[src/rtl/mem_bus_pkg.sv]
// Shared types and default memory map for the picorv32 native-bus decoder.
// Holds the FSM state encoding, slave-select struct and region constants.
package mem_bus_pkg;

    typedef enum logic [1:0] {
        IDLE = 2'd0,
        WAIT = 2'd1,
        ERR  = 2'd2,
        DONE = 2'd3
    } bus_state_e;

    typedef struct packed {
        logic mem;
        logic io;
    } slave_sel_t;

    localparam logic [31:0] MEM_BASE_DEF = 32'h0000_0000;
    localparam logic [31:0] MEM_SIZE_DEF = 32'h0000_C000;
    localparam logic [31:0] IO_BASE_DEF  = 32'hFFFF_0000;
    localparam logic [31:0] IO_SIZE_DEF  = 32'h0001_0000;
    localparam int unsigned TIMEOUT_DEF  = 16;
    localparam logic [31:0] ERR_DATA_DEF = 32'hDEAD_BEEF;

    // Counter value of the last WAIT cycle before a forced error completion.
    function automatic logic [7:0] timeout_last(input int unsigned timeout);
        return 8'(timeout - 32'd1);
    endfunction

endpackage

[src/rtl/mem_region_match.sv]
// Combinational BASE/SIZE region hit test on a 32-bit byte address.
// The subtract-then-compare form stays correct when BASE+SIZE wraps past 2^32.
module mem_region_match #(
    parameter logic [31:0] BASE = 32'h0000_0000,
    parameter logic [31:0] SIZE = 32'h0000_1000
) (
    input  logic [31:0] addr,
    output logic        hit
);

    logic [31:0] offset_s;

    // Offset into the region; out-of-range addresses wrap to large unsigned values
    always_comb begin
        offset_s = addr - BASE;
        hit      = (offset_s < SIZE);
    end

endmodule

[src/rtl/mem_bus_decoder.sv]
// picorv32 native-bus decoder: one-hot slave enables, shared ready/rdata
// return path, and guaranteed termination of unmapped or stalled requests.
module mem_bus_decoder
    import mem_bus_pkg::*;
#(
    parameter logic [31:0] MEM_BASE = MEM_BASE_DEF,
    parameter logic [31:0] MEM_SIZE = MEM_SIZE_DEF,
    parameter logic [31:0] IO_BASE  = IO_BASE_DEF,
    parameter logic [31:0] IO_SIZE  = IO_SIZE_DEF,
    parameter int unsigned TIMEOUT  = TIMEOUT_DEF,
    parameter logic [31:0] ERR_DATA = ERR_DATA_DEF
) (
    input  logic        clk,
    input  logic        resetn,
    input  logic        cpu_valid,
    input  logic        cpu_instr,
    input  logic [31:0] cpu_addr,
    output logic        cpu_ready,
    output logic [31:0] cpu_rdata,
    output logic        en_mem,
    output logic        en_io,
    input  logic        slv_ready,
    input  logic [31:0] slv_rdata,
    output logic        bus_err,
    output logic [31:0] err_addr
);

    localparam logic [7:0] CNT_LAST = timeout_last(TIMEOUT);

    bus_state_e  state_r;
    bus_state_e  state_nxt_s;
    slave_sel_t  en_sel_r;
    slave_sel_t  en_nxt_s;
    logic [7:0]  cnt_r;
    logic [31:0] req_addr_r;
    logic [31:0] err_addr_r;
    logic        mem_hit_s;
    logic        io_hit_s;
    logic        slv_ready_s;
    logic        cpu_ready_s;
    logic [31:0] cpu_rdata_s;

    mem_region_match #(
        .BASE (MEM_BASE),
        .SIZE (MEM_SIZE)
    ) u_match_mem (
        .addr (cpu_addr),
        .hit  (mem_hit_s)
    );

    mem_region_match #(
        .BASE (IO_BASE),
        .SIZE (IO_SIZE)
    ) u_match_io (
        .addr (cpu_addr),
        .hit  (io_hit_s)
    );

    // Only a driven 1 on the shared bus counts; floating or unknown reads as not ready
    always_comb begin
        slv_ready_s = (slv_ready === 1'b1);
    end

    // Next-state decode, next-cycle slave enables and CPU completion path
    always_comb begin
        state_nxt_s = state_r;
        en_nxt_s    = '0;
        cpu_ready_s = 1'b0;
        cpu_rdata_s = 32'h0000_0000;
        case (state_r)
            IDLE: begin
                if (cpu_valid) begin
                    if (mem_hit_s) begin
                        state_nxt_s  = WAIT;
                        en_nxt_s.mem = 1'b1;
                    end else if (io_hit_s && !cpu_instr) begin
                        state_nxt_s = WAIT;
                        en_nxt_s.io = 1'b1;
                    end else begin
                        state_nxt_s = ERR;
                    end
                end else begin
                    state_nxt_s = IDLE;
                end
            end
            WAIT: begin
                // A withdrawn request is dropped silently; slave ready beats timeout
                if (!cpu_valid) begin
                    state_nxt_s = IDLE;
                end else if (slv_ready_s) begin
                    cpu_ready_s = 1'b1;
                    cpu_rdata_s = slv_rdata;
                    state_nxt_s = DONE;
                end else if (cnt_r == CNT_LAST) begin
                    state_nxt_s = ERR;
                end else begin
                    state_nxt_s = WAIT;
                    en_nxt_s    = en_sel_r;
                end
            end
            ERR: begin
                cpu_ready_s = 1'b1;
                cpu_rdata_s = ERR_DATA;
                state_nxt_s = DONE;
            end
            DONE: begin
                state_nxt_s = IDLE;
            end
            default: begin
                state_nxt_s = IDLE;
            end
        endcase
    end

    // State, enables, wait counter and address capture
    always_ff @(posedge clk) begin
        if (!resetn) begin
            state_r    <= IDLE;
            en_sel_r   <= '0;
            cnt_r      <= 8'd0;
            req_addr_r <= 32'h0000_0000;
            err_addr_r <= 32'h0000_0000;
        end else begin
            state_r  <= state_nxt_s;
            en_sel_r <= en_nxt_s;
            if ((state_r == WAIT) && (state_nxt_s == WAIT)) begin
                cnt_r <= cnt_r + 8'd1;
            end else begin
                cnt_r <= 8'd0;
            end
            if ((state_r == IDLE) && cpu_valid) begin
                req_addr_r <= cpu_addr;
            end else begin
                req_addr_r <= req_addr_r;
            end
            if (state_r == ERR) begin
                err_addr_r <= req_addr_r;
            end else begin
                err_addr_r <= err_addr_r;
            end
        end
    end

    assign cpu_ready = cpu_ready_s;
    assign cpu_rdata = cpu_rdata_s;
    assign en_mem    = en_sel_r.mem;
    assign en_io     = en_sel_r.io;
    assign bus_err   = (state_r == ERR);
    assign err_addr  = err_addr_r;

endmodule

[config.mk]
export PLATFORM = sky130hd
export DESIGN_NAME = mem_bus_decoder
export DESIGN_NICKNAME = d
export VERILOG_FILES = /design/src/rtl/mem_bus_pkg.sv /design/src/rtl/mem_region_match.sv /design/src/rtl/mem_bus_decoder.sv
export SDC_FILE = /design/constraint.sdc
export NUM_CORES = 1
export LEC_CHECK = 0
export ABC_AREA = 1
export CORE_MARGIN = 2
export CORE_UTILIZATION = 39
export CTS_CLUSTER_DIAMETER = 30
export DETAILED_ROUTE_END_ITERATION = 16
export GPL_TIMING_DRIVEN = 0
export PLACE_DENSITY = 0.8
export SYNTH_ARGS = -nofsm -noshare
export SYNTH_HDL_FRONTEND = slang
export SYNTH_HIERARCHICAL = 1
export SYNTH_SLANG_ARGS = --single-unit
export TNS_END_PERCENT = 20
[constraint.sdc]
create_clock -name clk -period 1.6 [get_ports clk]
set_clock_uncertainty 0.2 [all_clocks]
set_input_delay 0.24 -clock clk [delete_from_list [all_inputs] [get_ports clk]]
set_output_delay 0.24 -clock clk [all_outputs]
set_load 0.05 [all_outputs]
==> run summary <==
Buffers inserted during clock tree synthesis total 9. In this run the cell area measured after placement is 5090 µm². The worst-case setup margin in the final layout came out at -0.642 ns. Detail-routed via count per cell: 4.86. Once layout is done, the placed cells without fillers occupy 5740 µm². The highest ir drop seen on vdd was 0.637 mV. Sort of element at the end of the critical path: a primary output. Data on the critical path is required at its endpoint by 1.16 ns.

The final number of hold-violating endpoints is 0, and the detailed placement HPWL is 7310 µm. In this run the tightest slew margin relative to its limit is 63.5%. The worst path needs 2.24 ns of the cycle, external delays included. Final hold analysis gives a worst-case slack of 0.0347 ns. The checks that failed: negative setup slack. After detailed routing, the number of remaining DRC violations is 0.

The pre-antenna-repair detailed-routing pass consisted of 4 iterations. The die area is 9140 µm². After detailed routing, the average wire length per cell comes to 14.5 µm. TritonCTS built the clock tree. The clock network accounts for 34.2% of the total power. In this run, synthesis produced a sequential element count of 76. The global-route congestion overflow total is 0, and the mean area per synthesized cell is 7.08 µm². Port buffering added 135 buffers. The worst setup path is launched from a flop. In the layout the commonest cells are nor2_1, dfxtp_1, o21ai_0.

Routability-driven placement finished with a final weighted congestion of 0.882. For the pin with the worst max-slew slack, the measured transition is 0.547 ns. The count of nets left with antenna violations once routing finished came out at 0. The run gives 462 as the number of instances in the synthesized netlist. The switching power of the nets is 0.00149 W, and the power share of the combinational group is 23.6%. Counting instances, the worst hold path has a depth of 3. In the synthesized netlist the dominant register cell turns out to be dfxtp_1. Row generation in the floorplan step produced 33 rows. The I/O pin count was 137. The synthesized netlist contains 32 unique library cells.

Of the total power, registers draw 42.2%. Entering global routing, the biggest net connects 13 pins. The number of nets in the synthesized netlist is 535. After floorplanning, the core was sized to cover 8180 µm². The via count of the first global-routing pass was 3,506. Setup violations remaining at the end of the flow were counted as 44. Of the available clock period, the critical path in the final layout requires 140%.

Of the synthesized area, sequential elements account for 46.5%. The initial utilization of the core area, before any placement, comes to 40.0%. Internal power comes to 0.00349 W. The tool flagged a number of max-cap violations equal to 0.

The tree is rooted in a clkbuf_8. The run gives 23.2% as the overall routing resource usage. In this run the deepest clock path goes through 2 buffers.

Setup repair after global routing could not meet its margin everywhere. Net switching is 29.9% of the power. The logs give 0 for the number of max-slew violations in the final report and 76 for the total clock sinks. The most frequent standard cell in the layout excluding fill and tap cells was nor2_1. Post-place setup slack: -1.21 ns. At the worst endpoint, the arrival time is 1.80 ns. The critical path in this run is classified as flop to primary output. The detailed router finished its first iteration with 152 violations. The number of flops mapped to enable cells by yosys came out at 0. Wires add up to 10,600 µm. 0 antenna diodes ended up in the layout. The logic depth of the worst register-to-register path came out at 11. The flow ran to the end, but the final reports show violations. For the number of antenna violations at the first check in global routing, the log shows 0.

Clock-pin slew was measured on the worst setup and hold paths at 0.07 ns. From bottom edge to top edge, the die measures 95.6 µm. In the final timing run, aggregate negative setup slack is -20.85 ns. The post-synthesis to final-layout area growth came out at 75.6%. The die is 95.6 µm wide.

The fraction of final layout cells sized beyond drive strength 1 is 30.4%. Of all nets on the critical path, the largest fanout is 5. The tools report the fraction of the core area covered by cells at the end of the flow as 70.3%. The highest clock frequency the design can meet is 446 MHz, and the static leakage power is 2.50 nW. The tools report the H-tree depth reported by CTS as 3.

The cell area after synthesis was 3270 µm². The share of synthesized registers carrying an async set or reset works out to 0%. The number of nets in the layout is 693. The routed layout has 3,549 vias. At the later pin of the worst-skew pair, clock insertion delay measures 0.34 ns. The first global-routing pass estimated 16,400 µm of wire. The class of the worst hold path was input pin to flop. For this run, the number of Yosys warnings is 6. Dividing total power by cell area gives a power density of 866 nW/µm².
==> registers in the layout, summed over array words and instances (netlist names) <==
signal and count:
en_io 1, req_addr_r 32, err_addr 32, en_mem 1, cnt_r 8, state_r 2
==> area by class of cell <==
| cell class | instances | area [µm²] |
|---|---|---|
| fill | 637 | 2430 |
| multi-input combinational | 324 | 1870 |
| timing repair buffer | 147 | 1590 |
| sequential | 76 | 1530 |
| buffer | 25 | 225 |
| clock buffer | 13 | 169 |
| inverter | 37 | 166 |
| tap | 105 | 131 |
| clock inverter | 3 | 67.6 |
==> through the flow <==
stage | power (W) | std cells
floorplan | 0.00281 | 462
global placement | 0.00323 | 702
detailed placement | 0.00326 | 702
CTS | 0.00495 | 725
global route | 0.00517 | 730
finish | 0.00498 | 730
==> power groups by stage <==
stage          clock [W]  combinational [W]  sequential, W
6_report         0.00170            0.00117        0.00210
5_1_grt          0.00179            0.00126        0.00211
4_1_cts          0.00171            0.00114        0.00210
3_5_place_dp           0            0.00112        0.00214
3_3_place_gp           0            0.00110        0.00214
2_1_floorplan          0           0.000457        0.00235
==> repair_timing <==
| action | 4_1_cts | 5_1_grt |
|---|---|---|
| hold buffers | 0 | 0 |
| setup endpoints to repair | 128 | 75 |
| resized for setup | 388 | 34 |
| hold endpoints to repair | 0 | 0 |
| pin swaps | 6 | 6 |
| cloned | 2 | 1 |
| setup buffers | 5 | 4 |
==> cell families after synthesis <==
kind of cell,Yosys count,synth area share [%]
buffers and inverters,62,7.88
and+or+nand+nor,232,29.5
adders and majority gates,4,1.53
xor gates and xnor gates,5,1.34
DFF,76,46.5
AOI/OAI and AO/OA,83,13.3
==> synth_stat cells (all sizes together) (4+ instances only) <==
| library cell | count | area (µm²) |
|---|---|---|
| nor2 | 180 | 678 |
| o21ai | 78 | 394 |
| dfxtp | 76 | 1520 |
| inv | 36 | 135 |
| nand2 | 30 | 123 |
| clkbuf | 15 | 56.3 |
| buf | 10 | 61.3 |
| nor3 | 10 | 81.3 |
| nand3 | 8 | 57.6 |
| ha | 4 | 50.1 |
| xor2 | 4 | 35.0 |
==> worst max-delay path, stage by stage, from the launching register on <==
cell	delay (ns)
dfxtp_4	0.38
inv_4	0.05
ha_4	0.27
buf_4	0.13
nand2_8	0.06
nand2_8	0.08
inv_8	0.05
buf_12	0.14
nor2_4	0.13
buf_8	0.15
==> final timing paths <==
kind                        end  startpoint  slack [ns]
setup / recovery  cpu_rdata[30]  state_r[0]       -0.64
hold / removal    req_addr_r[5]      resetn        0.03
setup reg to reg       cnt_r[6]  state_r[1]       -0.23
hold reg to reg        cnt_r[0]    cnt_r[0]        0.26
==> metal layers <==
layer | GRT usage, % | up-vias | wire (µm)
li1 | - | 1770 | -
met1 | 27.2 | 1646 | 4380
met2 | 41.3 | 109 | 5580
met3 | 5.85 | 24 | 452
met4 | 7.50 | 0 | 204
met5 | 0 | - | 0
Power figures use the tool's default switching activity.
